**src/rtl/mult_pkg.sv**
```systemverilog
// Shared constants, state encoding and packing helper for the 5x5 signed
// matrix-multiply sequencer and its dot-product unit.
package mult_pkg;

    localparam int DIM    = 5;
    localparam int DW     = 8;
    localparam int FLAT_W = DIM * DIM * DW;
    localparam int PROD_W = 2 * DW;
    localparam int SUM_W  = PROD_W + 3;
    localparam int IDX_W  = $clog2(FLAT_W);
    localparam int CNT_W  = $clog2(DIM);
    localparam int RIDX_W = $clog2(DIM * DIM);

    localparam logic signed [SUM_W-1:0] ELEM_MAX = 19'sd127;
    localparam logic signed [SUM_W-1:0] ELEM_MIN = -19'sd128;

    typedef enum logic [1:0] {
        IDLE = 2'd0,
        RUN  = 2'd1,
        DONE = 2'd2
    } state_t;

    // Bit offset of element (i,j) inside a row-major flattened matrix.
    function automatic logic [IDX_W-1:0] elem_lsb(input logic [CNT_W-1:0] i,
                                                  input logic [CNT_W-1:0] j);
        return IDX_W'(i) * IDX_W'(DIM * DW) + IDX_W'(j) * IDX_W'(DW);
    endfunction

endpackage

```
**src/rtl/dot5_signed.sv**
```systemverilog
// Combinational 5-term signed dot product with full-precision sum,
// truncated 8-bit result and out-of-range flag.
module dot5_signed
    import mult_pkg::*;
(
    input  logic [DIM-1:0][DW-1:0]   i_a,
    input  logic [DIM-1:0][DW-1:0]   i_b,
    output logic signed [SUM_W-1:0] o_sum,
    output logic [DW-1:0]           o_res,
    output logic                    o_ovf
);

    logic signed [PROD_W-1:0] w_prod [DIM];

    // NOTE: blocking assignments here build a combinational adder chain; o_sum is assigned before it is accumulated, so no latch.
    always_comb begin
        o_sum = '0;
        for (int k = 0; k < DIM; k++) begin
            w_prod[k] = PROD_W'($signed(i_a[k])) * PROD_W'($signed(i_b[k]));
            o_sum     = o_sum + SUM_W'(w_prod[k]);
        end
    end

    assign o_res = o_sum[DW-1:0];
    assign o_ovf = (o_sum > ELEM_MAX) || (o_sum < ELEM_MIN);

endmodule

```
**src/rtl/matrix_mult_sequencer.sv**
```systemverilog
// Sequential 5x5 signed matrix multiply: one shared dot-product unit walks
// the 25 result elements in raster order, one per cycle.
module matrix_mult_sequencer
    import mult_pkg::*;
(
    input  logic              clk,
    input  logic              rst,
    input  logic              start,
    input  logic [FLAT_W-1:0] A_flat,
    input  logic [FLAT_W-1:0] B_flat,
    output logic              busy,
    output logic              done,
    output logic [FLAT_W-1:0] C_flat,
    output logic              overflow_flag,
    output logic [RIDX_W-1:0] first_ovf_idx
);

    state_t                   r_state;
    state_t                   w_next;
    logic [FLAT_W-1:0]        r_a;
    logic [FLAT_W-1:0]        r_b;
    logic [FLAT_W-1:0]        r_c;
    logic [CNT_W-1:0]         r_row;
    logic [CNT_W-1:0]         r_col;
    logic                     r_ovf;
    logic [RIDX_W-1:0]        r_first;
    logic [DIM-1:0][DW-1:0]   w_a_row;
    logic [DIM-1:0][DW-1:0]   w_b_col;
    logic signed [SUM_W-1:0]  w_sum_unused;
    logic [DW-1:0]            w_res;
    logic                     w_ovf;
    logic                     w_last;
    logic                     w_accept;

    assign w_last   = (r_row == CNT_W'(DIM - 1)) && (r_col == CNT_W'(DIM - 1));
    assign w_accept = (r_state == IDLE) && start;

    always_ff @(posedge clk) begin
        if (rst) r_state <= IDLE;
        else     r_state <= w_next;
    end

    // NOTE: every output of this block gets a default first so no branch can infer a latch.
    always_comb begin
        w_next = r_state;
        busy   = 1'b0;
        done   = 1'b0;
        case (r_state)
            IDLE: if (start) w_next = RUN;
            RUN: begin
                busy = 1'b1;
                if (w_last) w_next = DONE;
            end
            DONE: begin
                done   = 1'b1;
                w_next = IDLE;
            end
            default: w_next = IDLE;
        endcase
    end

    always_comb begin
        w_a_row = '0;
        w_b_col = '0;
        for (int k = 0; k < DIM; k++) begin
            w_a_row[k] = r_a[elem_lsb(r_row, CNT_W'(k)) +: DW];
            w_b_col[k] = r_b[elem_lsb(CNT_W'(k), r_col) +: DW];
        end
    end

    dot5_signed u_dot (
        .i_a   (w_a_row),
        .i_b   (w_b_col),
        .o_sum (w_sum_unused),
        .o_res (w_res),
        .o_ovf (w_ovf)
    );

    // Operands are registered so the caller may change its inputs after start.
    always_ff @(posedge clk) begin
        if (rst) begin
            r_a     <= '0;
            r_b     <= '0;
            r_c     <= '0;
            r_row   <= '0;
            r_col   <= '0;
            r_ovf   <= 1'b0;
            r_first <= '0;
        end else if (w_accept) begin
            r_a     <= A_flat;
            r_b     <= B_flat;
            r_c     <= '0;
            r_row   <= '0;
            r_col   <= '0;
            r_ovf   <= 1'b0;
            r_first <= '0;
        end else if (r_state == RUN) begin
            r_c[elem_lsb(r_row, r_col) +: DW] <= w_res;
            if (w_ovf && !r_ovf) begin
                r_ovf   <= 1'b1;
                r_first <= RIDX_W'(r_row) * RIDX_W'(DIM) + RIDX_W'(r_col);
            end
            if (r_col == CNT_W'(DIM - 1)) begin
                r_col <= '0;
                r_row <= r_row + CNT_W'(1);
            end else begin
                r_col <= r_col + CNT_W'(1);
            end
        end
    end

    assign C_flat        = r_c;
    assign overflow_flag = r_ovf;
    assign first_ovf_idx = r_first;

endmodule
```
**config.mk**
```make
export PLATFORM = sky130hd
export DESIGN_NAME = matrix_mult_sequencer
export DESIGN_NICKNAME = d
export VERILOG_FILES = /design/src/rtl/mult_pkg.sv /design/src/rtl/dot5_signed.sv /design/src/rtl/matrix_mult_sequencer.sv
export SDC_FILE = /design/constraint.sdc
export NUM_CORES = 2
export LEC_CHECK = 0
export ABC_CLOCK_PERIOD_IN_PS = 12400
export BUFFER_PORTS_ARGS = -buffer_cell sky130_fd_sc_hd__buf_2
export CORE_ASPECT_RATIO = 0.8
export CORE_MARGIN = 2
export CORE_UTILIZATION = 54
export DETAILED_ROUTE_END_ITERATION = 16
export PLACE_DENSITY = 0.89
export SYNTH_ARGS = -nofsm -noshare
export SYNTH_HDL_FRONTEND = slang
export SYNTH_SLANG_ARGS = --single-unit
```
**constraint.sdc**
```tcl
create_clock -name clk -period 12.4 [get_ports clk]
set_input_delay 2.48 -clock clk [delete_from_list [all_inputs] [get_ports clk]]
set_output_delay 2.48 -clock clk [all_outputs]
set_load 0.01 [all_outputs]
```
==> impl_metrics.env <==
export IMPL_drive_gt1_share_pct=33.47
export IMPL_area_delta_synth_final_pct=23.48
export IMPL_regArea_sq_um=12310
export IMPL_slowest_stage="mux4_2"
export IMPL_ys_seq_area_share_pct=27.97
export IMPL_worstHoldPathType="reg -> reg"
export IMPL_placed_cell_area_sq_um=50640
export IMPL_syn_num_nets=5076
export IMPL_r2r_start="r_row[0]"
export IMPL_core_sq_um=80520
export IMPL_cts_tree="yes"
export IMPL_dpl_cell_count=5932
export IMPL_synth_ff_type="dfxtp_1"
export IMPL_cts_path_max_buffers=3
export IMPL_root_buffer="clkbuf_16"
export IMPL_post_place_ws_ns=-0.6372
export IMPL_min_to="C_flat[56]"
export IMPL_worstPathMaxFanout=10
export IMPL_numCtsBuffers=57
export IMPL_via_count=38110
export IMPL_first_global_vias=37990
export IMPL_fp_dieArea_sq_um=83680
export IMPL_fill_cells=5583
export IMPL_hold_path_depth=2
export IMPL_final_cells=6112
export IMPL_crit_top_cell="fa_1"
export IMPL_grt_max_degree=222
export IMPL_dr_pass1_iters=6
export IMPL_io_pins=611
export IMPL_finalNetCount=5942
export IMPL_finClkSkew_ns=0.05188
export IMPL_finalSetupViolCount=6
export IMPL_cp_required_ns=12.93
export IMPL_ys_ff_latch=614
export IMPL_viasPerCell=6.235
export IMPL_ant_nets=0
export IMPL_yosys_warnings=0
export IMPL_power_mw=9.295
export IMPL_antenna_found_initial=19
export IMPL_cts_hold_buf=0
export IMPL_maxCapViolCount=0
export IMPL_rsz0062_at_grt="yes"
export IMPL_drv_slew=0
export IMPL_multi_input_area_sq_um=29920
export IMPL_leakage_nw=23.29
export IMPL_synth_cell_types=77
export IMPL_die_w_microns=322.9
export IMPL_start_util_pct=54.57
export IMPL_synthCells=4095
export IMPL_final_cell_area_sq_um=54260
export IMPL_rr_endpoint="first_ovf_idx[4]"
export IMPL_rows=93
export IMPL_grt_pass1_wl_mm=223.8
export IMPL_numClockSinks=614
export IMPL_powerDensity_nw_per_um2=171.3
export IMPL_worstRegToRegCells=47
export IMPL_hold_violations=0
export IMPL_htreeDepth=2
export IMPL_final_util_pct=67.38
export IMPL_tightest_slew_ns=1.326
export IMPL_dp_hpwl_mm=115.9
export IMPL_synth_area_per_cell_sq_um=10.73
export IMPL_wirelength_mm=151.5
export IMPL_clk_pin_slew_worst_paths_ns=0.08
export IMPL_routedWlPerCell_microns=24.79
export IMPL_drt_initial_drc_count=5095
export IMPL_crit_type="reg -> reg"
export IMPL_grt_overflow_total=0
export IMPL_critPathCaptureType="register"
export IMPL_port_buffer_count=610
export IMPL_crit_path_max_incr_delay_ns=0.59
export IMPL_rrSetupSlack_ns=-0.27
export IMPL_hp_start="C_flat[56]"
export IMPL_peakVddDrop_v=0.0003353
export IMPL_worst_slack_ns=-0.2721
export IMPL_synth_edf_count=0
export IMPL_cp_data_arrival_time_ns=13.20
export IMPL_slew_headroom_pct=11.59
export IMPL_synthArstFlopShare_pct=0
export IMPL_gp_congestion=1.056
export IMPL_max_freq_ghz=0.07891
export IMPL_grt_usage_pct=34.71
export IMPL_drc=0
export IMPL_netlist_area_sq_um=43940
export IMPL_clock_latency_ns=0.67
export IMPL_period_needed_ns=12.67
export IMPL_start_kind="register"
export IMPL_fp_dieH_microns=259.1
export IMPL_status="finished with violations"
export IMPL_violations="setup timing"
export IMPL_fin_crit_sh_pct=102.2
-- placed cells by master (no fill, tap or decap), types with 50 or more instances in the layout --
cell type / instances
a21oi_1: 86
a22o_1: 403
buf_2: 610
buf_4: 370
clkbuf_16: 59
dfxtp_1: 610
fa_1: 392
ha_1: 141
inv_1: 472
mux2i_1: 253
mux4_2: 243
nand2_1: 224
nor2_1: 334
nor2b_1: 50
-- what timing repair did --
item | in CTS | in global routing
resized for setup | 127 | 130
gates cloned | 1 | 2
pin swaps | 72 | 86
endpoints found under the setup margin | 6 | 6
buffers inserted | 24 | 35
-- flip-flops by register name, indices dropped and copies added (netlist names) --
| name | count |
|---|---|
| C_flat | 200 |
| first_ovf_idx | 5 |
| overflow_flag | 1 |
| r_a | 200 |
| r_b | 200 |
| r_col | 3 |
| r_row | 3 |
| r_state | 2 |
-- metrics by stage --
step	hold WS, ns	setup TNS [ns]
after global routing	0.4744	-4.589
after CTS	0.4532	0
after global placement	0.4387	-2.294
after detailed placement	0.4438	-3.593
after floorplan	0.4435	0
final	0.4533	-1.474
-- cells by family (layout without fill, tap and decap cells) --
kind of cell / count (synthesis) / in the layout / synth area share [%]
XOR/XNOR: 66 / 66 / 1.350
adder cells (fa/ha/maj): 578 / 578 / 23.43
flip-flops: 614 / 614 / 27.97
AND/OR/NAND/NOR: 840 / 840 / 8.768
other: 0 / 13 / 0
buffers and inverters: 743 / 1655 / 6.521
multiplexers: 543 / 543 / 19.41
AO/OA/AOI/OAI: 711 / 711 / 12.55
-- how the worst max path moves through the flow --
stage	from	to	slack, ns	depth (start not counted)
finish	r_row[0]	first_ovf_idx[4]	-0.27	47
floorplan	r_row[0]	first_ovf_idx[4]	0.02	50
global placement	r_row[0]	first_ovf_idx[4]	-0.42	49
global route	r_row[0]	first_ovf_idx[4]	-0.80	50
detailed placement	r_row[0]	first_ovf_idx[4]	-0.64	49
CTS	r_row[0]	overflow_flag	0.003	49
-- worst max-delay path: cells and delay by family, from the launching register on --
family,cells,cell delay [ns]
AO/OA/AOI/OAI,11,2.23
XOR/XNOR,2,0.30
adder cells (fa/ha/maj),15,6.66
buffers and inverters,14,1.38
flip-flops,1,0.40
multiplexers,2,1.14
AND/OR/NAND/NOR,3,0.39
-- cell usage after synthesis (all sizes together), types with 3 or more instances --
master  number  share of area (%)
and3         8               0.11
nor2b       58               0.83
ha         170                4.8
nor3b        3              0.051
a221oi      10               0.20
nand2b      48               0.68
or3          7               0.10
nor3        18               0.23
o221ai       3              0.074
o22ai       11               0.16
a311oi       8               0.16
or2         41               0.58
clkbuf     172                1.5
a21oi      108                1.2
mux2        41                1.1
a22o       403                8.0
a31oi       21               0.30
xnor2       43               0.86
nand2      225                1.9
a21o         6               0.10
buf         67               0.74
o21a         7               0.12
fa         408                 19
and2         9               0.13
a22oi        9               0.15
xor2        23               0.49
mux4       243                 12
nand4        6              0.085
dfxtp      614                 28
o21bai       7               0.12
nor4         4              0.071
inv        504                4.3
o31ai        6               0.10
o211ai      17               0.31
nor2       361                3.3
a211oi      25               0.45
nand3       44               0.51
o311ai       5               0.10
o21ai       52               0.59
mux2i      259                5.9
-- cell type report --
type	instances	area share, %
inverters	504	3.498
clock buffers	71	2.781
diodes	13	0.05996
flip-flops and latches	614	22.68
multi-input cells	2738	55.14
well taps	1092	2.518
clock inverters	34	0.6157
repair buffers	1046	12.71
-- where the power goes --
| group | leakage (nW) | switching (mW) | internal [mW] |
|---|---|---|---|
| Combinational | 17.4 | 2.87 | 2.48 |
| Sequential | 5.01 | 0.108 | 2.07 |
| Clock | 0.889 | 0.829 | 0.940 |
| Total | 23.3 | 3.81 | 5.49 |
-- metal layers --
metal	track usage, %	vias to the layer above	share of wire, %
li1	-	16040	-
met1	43.44	18710	36
met2	54.43	2748	45
met3	12.38	596	14
met4	14.94	12	5.5
met5	0	-	0.048
Note: power is estimated with default switching activity, not from simulation.
